<file path="src/rtl/thermo_dec.sv">
// Thermometer-to-binary decoder with a two-stage valid/ready pipeline.
// Counts ones to tolerate bubbles and flags codes that are not 1..10..0.
module thermo_dec #(
  parameter int D_WIDTH   = 4,
  parameter int Q_WIDTH   = 2**D_WIDTH,
  parameter int CNT_WIDTH = 8
) (
  input  logic                 CLK,
  input  logic                 RST,
  input  logic                 IN_VALID,
  output logic                 IN_READY,
  input  logic [Q_WIDTH-1:0]   Q,
  output logic                 OUT_VALID,
  input  logic                 OUT_READY,
  output logic [D_WIDTH-1:0]   D,
  output logic                 ERR,
  input  logic                 ERR_CLR,
  output logic [CNT_WIDTH-1:0] ERR_CNT
);

  localparam logic [D_WIDTH:0]     QW   = (D_WIDTH+1)'(Q_WIDTH);
  localparam logic [D_WIDTH-1:0]   DMAX = D_WIDTH'(Q_WIDTH-1);
  localparam logic [CNT_WIDTH-1:0] CMAX = '1;

  logic [Q_WIDTH-1:0]   s1_q_q, s1_q_d;
  logic                 s1_v_q, s1_v_d;
  logic                 s1_legal_q, s1_legal_d;
  logic                 ov_q, ov_d;
  logic [D_WIDTH-1:0]   d_q, d_d;
  logic                 err_q, err_d;
  logic [CNT_WIDTH-1:0] cnt_q, cnt_d;

  logic                 adv1, adv2;
  logic                 legal_in;
  logic [D_WIDTH:0]     pop, diff;
  logic [D_WIDTH-1:0]   dec;

  assign adv2 = ~ov_q | OUT_READY;
  assign adv1 = ~s1_v_q | adv2;

  // Legal: MSB set and no 1 sitting directly below a 0.
  assign legal_in = Q[Q_WIDTH-1] &
    ~|(Q[Q_WIDTH-2:0] & ~Q[Q_WIDTH-1:1]);

  always_comb begin
    pop = '0;
    for (int i = 0; i < Q_WIDTH; i++) begin
      pop = pop + (D_WIDTH+1)'(s1_q_q[i]);
    end
    diff = QW - pop;
    // diff reaches Q_WIDTH only for an all-zero code
    dec  = diff[D_WIDTH] ? DMAX : diff[D_WIDTH-1:0];
  end

  always_comb begin
    s1_q_d     = s1_q_q;
    s1_v_d     = s1_v_q;
    s1_legal_d = s1_legal_q;
    ov_d       = ov_q;
    d_d        = d_q;
    err_d      = err_q;
    cnt_d      = cnt_q;
    if (adv1) begin
      s1_v_d     = IN_VALID;
      s1_q_d     = Q;
      s1_legal_d = legal_in;
    end
    if (adv2) begin
      ov_d  = s1_v_q;
      d_d   = dec;
      err_d = ~s1_legal_q;
    end
    if (ERR_CLR) begin
      cnt_d = '0;
    end else if (ov_q & OUT_READY & err_q & (cnt_q != CMAX)) begin
      cnt_d = cnt_q + 1'b1;
    end
  end

  always_ff @(posedge CLK) begin
    if (RST) begin
      s1_q_q     <= '0;
      s1_v_q     <= 1'b0;
      s1_legal_q <= 1'b0;
      ov_q       <= 1'b0;
      d_q        <= '0;
      err_q      <= 1'b0;
      cnt_q      <= '0;
    end else begin
      s1_q_q     <= s1_q_d;
      s1_v_q     <= s1_v_d;
      s1_legal_q <= s1_legal_d;
      ov_q       <= ov_d;
      d_q        <= d_d;
      err_q      <= err_d;
      cnt_q      <= cnt_d;
    end
  end

  assign IN_READY  = adv1;
  assign OUT_VALID = ov_q;
  assign D         = d_q;
  assign ERR       = err_q;
  assign ERR_CNT   = cnt_q;

endmodule

</file>
<file path="config.mk">
export PLATFORM = sky130hd
export DESIGN_NAME = thermo_dec
export DESIGN_NICKNAME = d
export VERILOG_FILES = /design/src/rtl/thermo_dec.sv
export SDC_FILE = /design/constraint.sdc
export NUM_CORES = 1
export LEC_CHECK = 0
export CORE_MARGIN = 2
export CORE_UTILIZATION = 41
export CTS_CLUSTER_DIAMETER = 150
export DETAILED_ROUTE_END_ITERATION = 12
export PLACE_DENSITY = 0.66
export SLEW_MARGIN = 40
export SYNTH_ARGS = -nofsm -noshare
export SYNTH_HDL_FRONTEND = slang
export SYNTH_SLANG_ARGS = --single-unit
</file>
<file path="constraint.sdc">
create_clock -name CLK -period 5.52 [get_ports CLK]
set_input_delay 1.104 -clock CLK [delete_from_list [all_inputs] [get_ports CLK]]
set_output_delay 1.104 -clock CLK [all_outputs]
set_load 0.01 [all_outputs]
</file>
==> After elaboration in Yosys (flattened, before gate mapping) <==
Cells that the tools add are included.
{ "classes": {"addsub": 17, "n_mul": 0, "div": 0, "n_lt_le_gt_ge": 0, "eq_ne": 1, "shifts": 0, "muxes": 1, "bitwise_logic": 11, "reduce_logical": 3} }
{ "ops": {"columns": ["operator", "n"], "rows": [
  ["5-bit by 1-bit adder with 5-bit output", 11],
  ["15-bit AND", 1],
  ["15-bit inverter", 1],
  ["15-bit OR reduction", 1],
  ["8-bit by 1-bit adder with 8-bit output, second input constant", 1],
  ["8-bit != test, second input constant", 1],
  ["4-bit by 1-bit adder with 5-bit output", 1],
  ["5-bit subtractor, first input constant", 1],
  ["3-bit by 1-bit adder with 4-bit output", 1],
  ["1-bit AND", 4],
  ["4-bit 2-to-1 mux", 1],
  ["2-bit by 1-bit adder with 3-bit output", 1],
  ["1-bit inverter", 3],
  ["1-bit by 1-bit adder with 2-bit output", 1],
  ["1-bit OR", 2],
  ["2-bit OR reduction", 1],
  ["1-bit zero test", 1]
]} }
{ "totals": {"regBits": 32, "latch_bits": 0, "ramBits": 0, "romBits": 0, "in_bits": 21, "out_inout_bits": 15, "word_cells": 40, "memories": 0} }

==> Logic depth before layout (Yosys ltp) <==
{ "logic_depth": {"depth_word": 17, "mapped_depth": 17, "ltp_nobuf": 17} }

==> Worst setup path after synthesis <==
No wires, ideal clock.
{ "synth_timing": {"kind": "register -> register", "start": "register s1_q_q[4]", "end": "register d_q[0], in the netlist D[0]", "setup_time_ps": 78, "t_arrival_ps": 4020, "t_required_ps": 5442, "path_slack_ps": 1422, "path_stages_with_launch": 16, "synth_period_minus_slack_ps": 4098, "cell_sequence": "dfxtp_1 inv_1 fa_1 ha_1 inv_1 fa_1 fa_1 fa_1 fa_1 inv_1 ha_1 inv_1 fa_1 xnor2_1 nor3_1 nor3_1"} }
{ "synth_via": {"elab_chain_len": 14} }
{ "synth_rtl": {"columns": ["item", "line", "rtl"], "rows": [
  ["start: declaration", "25", "logic [Q_WIDTH-1:0] s1_q_q, s1_q_d;"],
  ["start signal: assignment", "90", "s1_q_q <= s1_q_d;"],
  ["4-bit by 1-bit adder with 5-bit output", "48", "pop = pop + (D_WIDTH+1)'(s1_q_q[i]);"],
  ["5-bit by 1-bit adder with 5-bit output (11 in series)", "48", null],
  ["5-bit subtractor", "50", "diff = QW - pop;"],
  ["4-bit 2-to-1 mux", "52", "dec = diff[D_WIDTH] ? DMAX : diff[D_WIDTH-1:0];"],
  ["end signal: assignment", "86", "d_q <= '0;"],
  ["end signal: assignment", "94", "d_q <= d_d;"],
  ["end: declaration", "29", "logic [D_WIDTH-1:0] d_q, d_d;"]
]} }
Every way passes these cells.
A chain may end at the register's enable or synchronous reset.

==> Final worst setup path <==
{ "layout_timing": {"start": "register s1_q_q[4]", "end": "register d_q[1], in the netlist D[1]"} }
Same word-level chain as after synthesis.

==> results_dict.tcl <==
set metrics [dict create \
    drt_iter0_markers 41 \
    grt_use_met2 0.262 \
    area_delta_synth_final_pct 26.9 \
    grt_usage 0.169 \
    busiest_layer "met2" \
    layout-drive-gt1-share 0.0640 \
    yosysUniqueCellTypes 41 \
    crit_fanout 4 \
    setup_ws_ns 1.23 \
    cts_sinks 32 \
    rsz0062_at_grt "false" \
    cpMaxStageDelayCell "fa_1" \
    cpPeakStageDelay_ns 0.55 \
    htree_levels 2 \
    power_uw 723 \
    setup_tns_ns 0 \
    clkSlewWorstSetupHoldPaths_ns 0.06 \
    die-width_um 70.4 \
    cts_tree "done" \
    endpoint_kind "flip-flop" \
    dp_cells 294 \
    grt_pass1_vias 1460 \
    finalCritPeriodShare 0.777 \
    power.leakage_nw 1.00 \
    drtPass1Iterations 4 \
    finalClockSkew_ns 0.00491 \
    via_per_inst 4.86 \
    pwr-share-clk 0.253 \
    p_switching_uw 229 \
    io_pins 36 \
    fillCellCount 411 \
    synthFlopType "dfxtp_1" \
    max_slew_margin 0.798 \
    p_per_area_nw_per_um2 315 \
    p_seq_frac 0.368 \
    numCtsBuffers 5 \
    ys_ff_latch 32 \
    place_ws_ns 1.20 \
    cts_resized 0 \
    period_needed_ns 4.29 \
    drt-wirelength-per-cell_um 12.1 \
    syn_avg_cell_area_sq_um 8.53 \
    critical_path_class "reg -> reg" \
    die_y_um 70.4 \
    synth_area_sq_um 1810 \
    start_util 0.421 \
    synthArstFlopShare 0 \
    met1_usage 0.218 \
    syn-num-nets 256 \
    p_int_uw 494 \
    clockRootBuffer "clkbuf_8" \
    dpl.hpwl_um 2850 \
    clockBufferDepth 2 \
    slew_violations 0 \
    stdcell_count 302 \
    combPwrFrac 0.379 \
    critPathArrivalTime_ns 4.50 \
    final-setup-viol-count 0 \
    drv_cap 0 \
    cts_setup_buffers 0 \
    p_sw_frac 0.317 \
    remaining_drc_errors 0 \
    fmax_mhz 233 \
    grt_first_pass_wirelength_um 6560 \
    cp-start-kind "flip-flop" \
    core_sq_um 4290 \
    worstPathCellList "inv_1 -> fa_1 -> ha_1 -> inv_1 -> fa_1 -> fa_1 -> inv_1 -> fa_1 -> inv_1 -> fa_1 -> inv_1 -> ha_1 -> inv_1 -> fa_1 -> xnor2_1 -> nor3_1 -> nor3_1" \
    io_buffers 35 \
    routed_wl_um 3660 \
    finalHoldViolations 0 \
    placementRows 24 \
    r2r_cells 17 \
    hold_class "reg -> reg" \
    required_ns 5.73 \
    dieArea_sq_um 4960 \
    fin_nets 293 \
    met3_usage 0.0447 \
    holdPathStages 1 \
    tightest_slew_ns 0.300 \
    synth_edf_count 0 \
    insertion_delay_ns 0.29 \
    outcome "finished clean" \
    grt_max_degree 27 \
    synth_cells 212 \
    routabilityCongestion 0.760 \
    antenna_cells 0 \
    yosysSeqAreaShare 0.354 \
    peakVddDrop_mv 0.138 \
    drtAntennaViolNets 0 \
    overflow 0 \
    antenna_found_initial 0 \
    yosys_warnings 0 \
    num_vias 1468 \
    postCtsHoldBufs 0 \
]
## cells by family (layout without fill, tap and decap cells)
family | after synthesis | in the layout | share of synthesized area
compound gates | 34 | 34 | 0.122
xor+xnor | 4 | 4 | 0.0194
fa+ha+maj | 23 | 23 | 0.205
buf+inv | 40 | 78 | 0.0872
flops | 32 | 32 | 0.354
mux | 2 | 2 | 0.0111
simple gates | 77 | 77 | 0.201
## layout by cell type, fill, tap and decap left out, drive strengths merged, types with 3 or more instances in the layout
master	count
fa	11
nor2	14
nand3	3
nor2b	3
xor2	3
dfxtp	32
o21ai	5
inv	33
nand4	3
nand2	36
clkbuf	8
a21oi	19
clkdlybuf4s50	35
ha	12
nor3	7
## stage by stage
| step | util | hold slack (ns) | instance area (sq um) |
|---|---|---|---|
| 2_1_floorplan | - | 0.414 | 1810 |
| 3_5_place_dp | 0.513 | 0.441 | 2200 |
| 6_report | 0.534 | 0.444 | 2290 |
| 5_1_grt | 0.534 | 0.464 | 2290 |
| 4_1_cts | 0.534 | 0.453 | 2290 |
| 3_3_place_gp | 0.513 | 0.432 | 2200 |
## synth_stat cells (7+ instances only)
library cell,count,area (sq um)
fa_1,11,220
ha_1,12,150
inv_1,32,120
nor3_1,7,35.0
a21oi_1,19,95.1
nand2_1,36,135
dfxtp_1,32,641
nor2_1,14,52.6
## registers in the layout, indices dropped and copies added (netlist names)
| signal | count |
|---|---|
| OUT_VALID | 1 |
| ERR_CNT | 8 |
| s1_legal_q | 1 |
| D | 4 |
| ERR | 1 |
| s1_v_q | 1 |
| s1_q_q | 16 |
## layout make-up
class                      instances  area (sq um)  share of cell area
sequential                        32           641               0.279
multi-input combinational        140          1010               0.440
inverter                          33           124              0.0540
clock buffer                       8          90.1              0.0393
timing repair buffer              37           365               0.159
tap                               52          65.1              0.0284
## metal layers
metal  share of wire  routed length [um]  vias up
met5               0                   0        -
met4           0.022                  80        0
met3           0.034                 123        7
met2            0.47                1710       21
met1            0.48                1750      675
li1                -                   -      765
## power groups by stage
stage | combinational [mW] | clock [mW] | sequential (mW)
floorplan | 0.183 | 0 | 0.277
finish | 0.274 | 0.183 | 0.266
global route | 0.335 | 0.200 | 0.269
detailed placement | 0.282 | 0 | 0.271
global placement | 0.273 | 0 | 0.271
CTS | 0.283 | 0.190 | 0.266
## final timing paths
| check | start | to | slack [ns] |
|---|---|---|---|
| min reg2reg | s1_legal_q$_SDFFE_PP0P_ | ERR$_SDFFE_PP0P_ | 0.44 |
| max reg2reg | s1_q_q[4]$_SDFFE_PP0P_ | D[1]$_SDFFE_PP0P_ | 1.23 |
| min | s1_legal_q$_SDFFE_PP0P_ | ERR$_SDFFE_PP0P_ | 0.44 |
| max | s1_q_q[4]$_SDFFE_PP0P_ | D[1]$_SDFFE_PP0P_ | 1.23 |
## worst max-delay path: cells and delay by family, from the launching register on
kind / cells / cell delay, ns
fa+ha+maj: 8 / 2.96
flops: 1 / 0.32
simple gates: 2 / 0.25
buf+inv: 6 / 0.39
xor+xnor: 1 / 0.28
(Power assumes the default switching activity.)
